--- src/rtl/xcorr_pkg.sv ---
// Shared types and sizing for the XCORR frame sequencer.
package xcorr_pkg;

  localparam int W       = 16;
  localparam int N       = 512;
  localparam int MAX_LAG = 31;
  localparam int RW      = 32;
  localparam int NRES    = 2 * MAX_LAG + 1;
  localparam int SCW     = $clog2(N + 1);
  localparam int RIW     = $clog2(NRES);

  typedef enum logic [2:0] {IDLE, LOAD, FLUSH, COLLECT, DONE} state_t;

endpackage

--- src/rtl/xcorr_peak_track.sv ---
// Running signed argmax over the correlator result stream.
module xcorr_peak_track
  import xcorr_pkg::*;
(
  input  logic                 clk,
  input  logic                 rst,
  input  logic                 strobe,
  input  logic                 init,
  input  logic [RIW-1:0]       idx,
  input  logic signed [RW-1:0] val,
  output logic signed [RW-1:0] best_val,
  output logic [RIW-1:0]       best_idx
);

  // Strict compare so a tie keeps the earliest (most negative) lag.
  always_ff @(posedge clk) begin
    if (rst) begin
      best_val <= '0;
      best_idx <= '0;
    end else if (strobe && (init || (val > best_val))) begin
      best_val <= val;
      best_idx <= idx;
    end
  end

endmodule

--- src/rtl/xcorr_ctrl.sv ---
// Frame sequencer: feeds N sample pairs to the correlator, then reports the peak lag.
module xcorr_ctrl
  import xcorr_pkg::*;
#(
  parameter int TIMEOUT = 4096
) (
  input  logic                 clk,
  input  logic                 rst,
  input  logic                 en,
  input  logic                 smp_valid,
  input  logic signed [W-1:0]  smp_x,
  input  logic signed [W-1:0]  smp_y,
  output logic                 xc_start,
  output logic signed [W-1:0]  xc_series_x,
  output logic signed [W-1:0]  xc_series_y,
  input  logic                 xc_complete,
  input  logic signed [RW-1:0] xc_result,
  output logic signed [5:0]    lag_diff,
  output logic signed [RW-1:0] peak_val,
  output logic                 lag_valid,
  output logic                 busy,
  output logic                 err_timeout
);

  localparam int WDW = $clog2(TIMEOUT + 1);

  state_t                state;
  logic [SCW-1:0]        smp_cnt;
  logic [RIW-1:0]        res_idx;
  logic [WDW-1:0]        wd_cnt;
  logic                  trk_strobe;
  logic                  trk_init;
  logic signed [RW-1:0]  best_val;
  logic [RIW-1:0]        best_idx;
  logic [6:0]            lag_wide;

  assign trk_strobe = xc_complete && ((state == FLUSH) || (state == COLLECT));
  assign trk_init   = (state == FLUSH);
  // Widened to 7 bits so the offset subtraction cannot wrap before truncation.
  assign lag_wide   = 7'(best_idx) - 7'(MAX_LAG);

  xcorr_peak_track u_peak (
    .clk      (clk),
    .rst      (rst),
    .strobe   (trk_strobe),
    .init     (trk_init),
    .idx      (res_idx),
    .val      (xc_result),
    .best_val (best_val),
    .best_idx (best_idx)
  );

  always_ff @(posedge clk) begin
    lag_valid <= 1'b0;
    if (rst) begin
      state       <= IDLE;
      xc_start    <= 1'b1;
      xc_series_x <= '0;
      xc_series_y <= '0;
      lag_diff    <= '0;
      peak_val    <= '0;
      busy        <= 1'b0;
      err_timeout <= 1'b0;
      smp_cnt     <= '0;
      res_idx     <= '0;
      wd_cnt      <= '0;
    end else begin
      unique case (state)
        IDLE: begin
          xc_series_x <= '0;
          xc_series_y <= '0;
          if (en) begin
            state       <= LOAD;
            xc_start    <= 1'b0;
            busy        <= 1'b1;
            err_timeout <= 1'b0;
            smp_cnt     <= '0;
          end
        end
        LOAD: begin
          if (smp_valid) begin
            xc_series_x <= smp_x;
            xc_series_y <= smp_y;
            if (smp_cnt == SCW'(N - 1)) begin
              state   <= FLUSH;
              smp_cnt <= '0;
              res_idx <= '0;
              wd_cnt  <= '0;
            end else begin
              smp_cnt <= smp_cnt + 1'b1;
            end
          end
        end
        FLUSH, COLLECT: begin
          xc_series_x <= '0;
          xc_series_y <= '0;
          if (xc_complete) begin
            wd_cnt <= '0;
            if (res_idx == RIW'(NRES - 1)) begin
              state <= DONE;
            end else begin
              state   <= COLLECT;
              res_idx <= res_idx + 1'b1;
            end
          end else if (wd_cnt == WDW'(TIMEOUT - 1)) begin
            err_timeout <= 1'b1;
            state       <= IDLE;
            xc_start    <= 1'b1;
            busy        <= 1'b0;
          end else begin
            wd_cnt <= wd_cnt + 1'b1;
          end
        end
        DONE: begin
          lag_diff  <= $signed(lag_wide[5:0]);
          peak_val  <= best_val;
          lag_valid <= 1'b1;
          state     <= IDLE;
          xc_start  <= 1'b1;
          busy      <= 1'b0;
        end
        default: begin
          state    <= IDLE;
          xc_start <= 1'b1;
          busy     <= 1'b0;
        end
      endcase
    end
  end

endmodule
--- config.mk ---
export PLATFORM = sky130hd
export DESIGN_NAME = xcorr_ctrl
export DESIGN_NICKNAME = d
export VERILOG_FILES = /design/src/rtl/xcorr_pkg.sv /design/src/rtl/xcorr_peak_track.sv /design/src/rtl/xcorr_ctrl.sv
export SDC_FILE = /design/constraint.sdc
export NUM_CORES = 1
export LEC_CHECK = 0
export BUFFER_PORTS_ARGS = -buffer_cell sky130_fd_sc_hd__buf_2
export CAP_MARGIN = 20
export CORE_MARGIN = 2
export CORE_UTILIZATION = 35
export CTS_BUF_LIST = sky130_fd_sc_hd__clkbuf_8
export DETAILED_ROUTE_END_ITERATION = 10
export GPL_TIMING_DRIVEN = 0
export SYNTH_ARGS = -nofsm -noshare
export SYNTH_HDL_FRONTEND = slang
export SYNTH_SLANG_ARGS = --single-unit
export TNS_END_PERCENT = 100
--- constraint.sdc ---
create_clock -name clk -period 6.5 [get_ports clk]
set_input_delay 1.3 -clock clk [delete_from_list [all_inputs] [get_ports clk]]
set_output_delay 1.3 -clock clk [all_outputs]
set_load 0.01 [all_outputs]
# Word level (Yosys, flattened, before mapping)
# Index checks and enable logic that the tools add are counted.
# word_totals
regBits	144
inputBits	69
out_inout_bits	74
word_cells	89
# classes
n_addsub	4
magnitude_cmp	1
eq_ne	16
muxes	35
bitwise	1
n_reduce_logical	18
# op_table
cell	n
case mux 16 bit (2 select lines)	2
2-to-1 mux 13 bit	4
greater-than comparator 32 bit	1
2-to-1 mux 16 bit	2
2-to-1 mux 10 bit	3
case mux 13 bit (2 select lines)	1
2-to-1 mux 6 bit	4
case mux 10 bit (2 select lines)	1
2-to-1 mux 3 bit	6
AND reduction 4 bit	4
!= test 2 bit (second input constant)	7
adder 13 x 1 -> 13 bit (second input constant)	1
== test 13 x 12 -> 1 bit (second input constant)	1
case mux 6 bit (2 select lines)	1
adder 10 x 1 -> 10 bit (second input constant)	1
== test 10 x 9 -> 1 bit (second input constant)	1
case mux 3 bit (3 select lines)	1
nonzero test 2 bit	4
2-to-1 mux 1 bit	7
adder 6 x 1 -> 6 bit (second input constant)	1
== test 3 x 2 -> 1 bit (second input constant)	2
== test 6 bit (second input constant)	1
!= test 3 bit (second input constant)	2
case mux 1 bit (3 select lines)	2
other kinds (13)	15

# Longest topological paths before layout
# logic_depth
word_depth	4
mapped_depth	11
ltp_nobuf	9

# Cells and area by module
# A second synthesis with hierarchy kept.
# hier_totals
hier_cells	776
hier_area_um2	6740.2
# modules_own_cells
mod	instances	cells_each	area_per_inst_um2	seq_area_each_um2
xcorr_ctrl	1	491	4192.8	2122.0
xcorr_peak_track	1	285	2547.4	760.7

# Worst setup path after synthesis
# OpenSTA, ideal clock, no wires.
# synth_timing
path_kind	input to register
startpoint	input port xc_result[19]
endpoint	register u_peak.best_idx[0]
setup_ns	0.132
arrival_time_ns	3.156
t_required_ns	6.368
path_slack_ns	3.212
cell_stages	10
n_path_buf	2
cell_sequence	ha_1 -> a21oi_2 -> o21a_1 -> o21ai_1 -> a2111o_1 -> or3_1 -> buf_6 -> buf_4 -> nand4_1 -> a21oi_1
# synth_via
elab_chain_cells	3
# synth_lines
item	line_no	source
start: declaration	xcorr_ctrl.sv:17	input logic signed [RW-1:0] xc_result,
greater-than comparator 32 bit	xcorr_peak_track.sv:20	end else if (strobe && (init || (val > best_val))) begin
logical OR 1 bit	xcorr_peak_track.sv:20	
logical AND 1 bit	xcorr_peak_track.sv:20	
end signal: assignment	xcorr_peak_track.sv:22	best_idx <= idx;
end: declaration	xcorr_peak_track.sv:12	output logic [RIW-1:0] best_idx
# No other way between the ends.
# A chain may end at the register's enable or synchronous reset.

# Final worst setup path
# layout_timing
startpoint	input port xc_result[31]
endpoint	register u_peak.best_val[4]
# layout_via
elab_chain_cells	3
# layout_lines
item	line_no	source
greater-than comparator 32 bit	xcorr_peak_track.sv:20	
logical OR 1 bit	xcorr_peak_track.sv:20	
logical AND 1 bit	xcorr_peak_track.sv:20	
end signal: assignment	xcorr_peak_track.sv:21	best_val <= val;
end: declaration	xcorr_peak_track.sv:11	output logic signed [RW-1:0] best_val,
# No other way between the ends.

==> results.tsv <==
stage	metric	value	unit
critical_path	worst-path-max-fanout	10	
routing	drt_iter0_markers	296	
cells_and_area	area_delta_synth_final	20.8	%
clock_network	cts_buffers	17	
logic_synthesis	yosys.cell_types.count	56	
timing	clock.fmax	311	MHz
timing	rsz0062_at_grt	false	
timing	period_needed	3210	ps
die	placementRows	50	
cells_and_area	design_area	0.00809	mm2
cells_and_area	nNetsFinal	1028	
timing	tightestPinTransition	644	ps
routing	vias	5991	
clock_network	clock-sinks	144	
critical_path	cp_num_buf_inv	2	
logic_synthesis	synth-seq-area-share	0.430	
critical_path	startpoint_type	primary input	
logic_synthesis	synth_edf_count	0	
power	p_switching	0.679	mW
clock_network	hold_buffers	0	
timing	skew	17.6	ps
logic_synthesis	yosysTopAreaCellShare	0.430	
routing	ant_nets	0	
critical_path	endpoint_kind	flip-flop	
logic_synthesis	syn-num-nets	867	
critical_path	crit_top_cell	buf_2	
power	switching_share	0.329	
critical_path	crit_type	primary input to flip-flop	
clock_network	clk_latency	460	ps
die	design.core.area	0.0188	mm2
clock_network	cts.clk_slew.worst_paths	90	ps
timing	timing_hold_violations_final	0	
logic_synthesis	syn_area	0.00670	mm2
grt	grt_pass1_wl	28200	um
power	p_int	1.38	mW
die	die_y	142	um
logic_synthesis	synth_commonest_cells	dfxtp_1 (144), a21oi_1 (92), nand2_1 (83)	
grt	grt-ovfl-total	0	
placed_design	dpl_cell_area	0.00770	mm2
routing	routed_wl	17400	um
cells_and_area	diodes	0	
placed_design	portBuffers	142	
logic_synthesis	yosysMostFrequentCell	dfxtp_1	
logic_synthesis	syn_inst	761	
grt	antenna_found_initial	0	
timing	slew_violations	0	
die	die-area	0.0203	mm2
timing	setup-tns-final	0	ps
grt	grt_max_degree	17	
worst_hold_path	min_path_type	flip-flop to flip-flop	
placed_design	gp_congestion	0.808	
critical_path	crit_chain	buf_2 > ha_1 > nand4_2 > nor4_4 > a311oi_2 > a21oi_4 > buf_2 > nand4_1 > a21oi_1	
clock_network	post_cts_buffers	0	
routing	dr.pass1.iters	5	
critical_path	slowest_stage	nor4_4	
critical_path	crit_arrival	3600	ps
clock_network	cts_resized	0	
die	initial_core_util	0.357	
die	ioPinCount	143	
clock_network	cts-root-buf	clkbuf_8	
clock_network	cts_tree	done	
logic_synthesis	ys_warn_count	0	
critical_path	slowest_delay	430	ps
power	clockPowerShare	0.343	
logic_synthesis	synth_ff_type	dfxtp_1	
logic_synthesis	ys_async_sr_fraction	0	
power	pwr-share-seq	0.467	
clock_network	htreeDepth	4	
critical_path	cp.required	6890	ps
job	drv_cap	0	
timing	fin_crit_sh	0.495	
logic_synthesis	syn_area_per_cell	8.80	um2
routing	viasPerCell	5.12	
timing	slew_headroom	0.571	
cells_and_area	drive_above_1_share	0.245	
timing	setup_violations	0	
cells_and_area	nFillCells	1956	
power	vdd_drop_max	0.000141	V
grt	grt_use_total	0.173	
critical_path	cp_top_family	compound AO/OA/AOI/OAI gates	
power	p_per_area	255	mW/mm2
routing	drc	0	
power	comb_power_share	0.190	
clock_network	cts_buffer_depth	2	
logic_synthesis	synth-seq-cells	144	
placed_design	hpwl	12700	um
die	fp.dieW	142	um
routing	post_drt_wl_per_cell	14.9	um
grt	grt_pass1_vias	5704	
logic_synthesis	synth_largest_area_cell	dfxtp_1	
outcome	status	finished clean	
power	p_leak	3.20	nW
logic_synthesis	ys_top_cells_by_area	dfxtp_1 (43%), ha_1 (6.9%), a21oi_1 (6.9%)	
==> power by group through the flow <==
stage / Clock [mW] / Combinational, mW / Sequential [mW]
2_1_floorplan: 0 / 0.274 / 0.982
3_3_place_gp: 0 / 0.389 / 0.983
3_5_place_dp: 0 / 0.393 / 0.982
4_1_cts: 0.725 / 0.395 / 0.963
5_1_grt: 0.765 / 0.442 / 0.969
6_report: 0.706 / 0.392 / 0.963
==> cells by family (layout without fill, tap and decap cells) <==
logic type / Yosys count / after routing / synth area share
multiplexers: 4 / 4 / 0.00616
buffers and inverters: 90 / 264 / 0.0639
XOR/XNOR: 25 / 25 / 0.0327
flip-flops: 144 / 144 / 0.430
AND/OR/NAND/NOR: 261 / 261 / 0.190
AO/OA/AOI/OAI: 200 / 200 / 0.208
adder cells (fa/ha/maj): 37 / 37 / 0.0691
==> worst paths after layout <==
kind                            slack (ps)                        startpoint                              end  cells after the start
worst min register to register         450         peak_val[16]$_SDFFE_PP0P_        peak_val[16]$_SDFFE_PP0P_                      2
worst max register to register        3860  u_peak.best_val[31]$_SDFFE_PP0P_  u_peak.best_val[4]$_SDFFE_PP0P_                      9
worst max-delay path                  3290                     xc_result[31]  u_peak.best_val[4]$_SDFFE_PP0P_                      9
worst min-delay path                   450         peak_val[16]$_SDFFE_PP0P_        peak_val[16]$_SDFFE_PP0P_                      2
==> metal layers <==
layer  vias to the layer above  part of all wire  GRT usage
met5                         -                 0          0
met4                         0             0.015     0.0500
met3                        27             0.056     0.0485
met2                       157              0.45      0.280
met1                      2770              0.47      0.226
li1                       3037                 -          -
==> flip-flops by register name (all words and copies together) (netlist names) <==
name / flops
wd_cnt: 13
xc_series_y: 16
busy: 1
err_timeout: 1
lag_valid: 1
u_peak.best_val: 32
xc_start: 1
xc_series_x: 16
peak_val: 32
res_idx: 6
smp_cnt: 10
state: 3
u_peak.best_idx: 6
lag_diff: 6
==> cell usage in the layout (no fill, tap or decap), types with 19 or more instances in the layout <==
master	instances
buf_2	151
dfxtp_1	144
a21oi_1	92
nand2_1	83
nor2_1	71
nand4_1	54
ha_1	37
inv_1	36
a22oi_1	32
clkbuf_1	31
o31ai_2	20
xor2_1	19
==> tightest hold or removal path, stage by stage, from the launching register on <==
cell and delay [ps]:
dfxtp_1 320, nand2_1 50, a21oi_1 50
==> stage by stage <==
| stage | cells | worst slack [ps] | util | hold slack, ps | power, mW |
|---|---|---|---|---|---|
| CTS | 1169 | 3310 | 0.431 | 457 | 2.08 |
| global placement | 1137 | 2820 | 0.410 | 440 | 1.37 |
| floorplan | 761 | 3210 | - | 445 | 1.26 |
| finish | 1169 | 3290 | 0.431 | 454 | 2.06 |
| global route | 1169 | 3160 | 0.431 | 470 | 2.18 |
| detailed placement | 1137 | 2830 | 0.410 | 445 | 1.38 |
==> layout make-up <==
cell class,count,area (um2),area share
Multi-Input combinational cell,527,3390,0.419
Clock inverter,14,140,0.0173
Timing Repair Buffer,142,711,0.0878
Sequential cell,144,2880,0.356
Tap cell,234,293,0.0362
Buffer,54,293,0.0362
Inverter,36,135,0.0167
Clock buffer,18,248,0.0306
No activity file was read; power rests on OpenSTA's default activity.
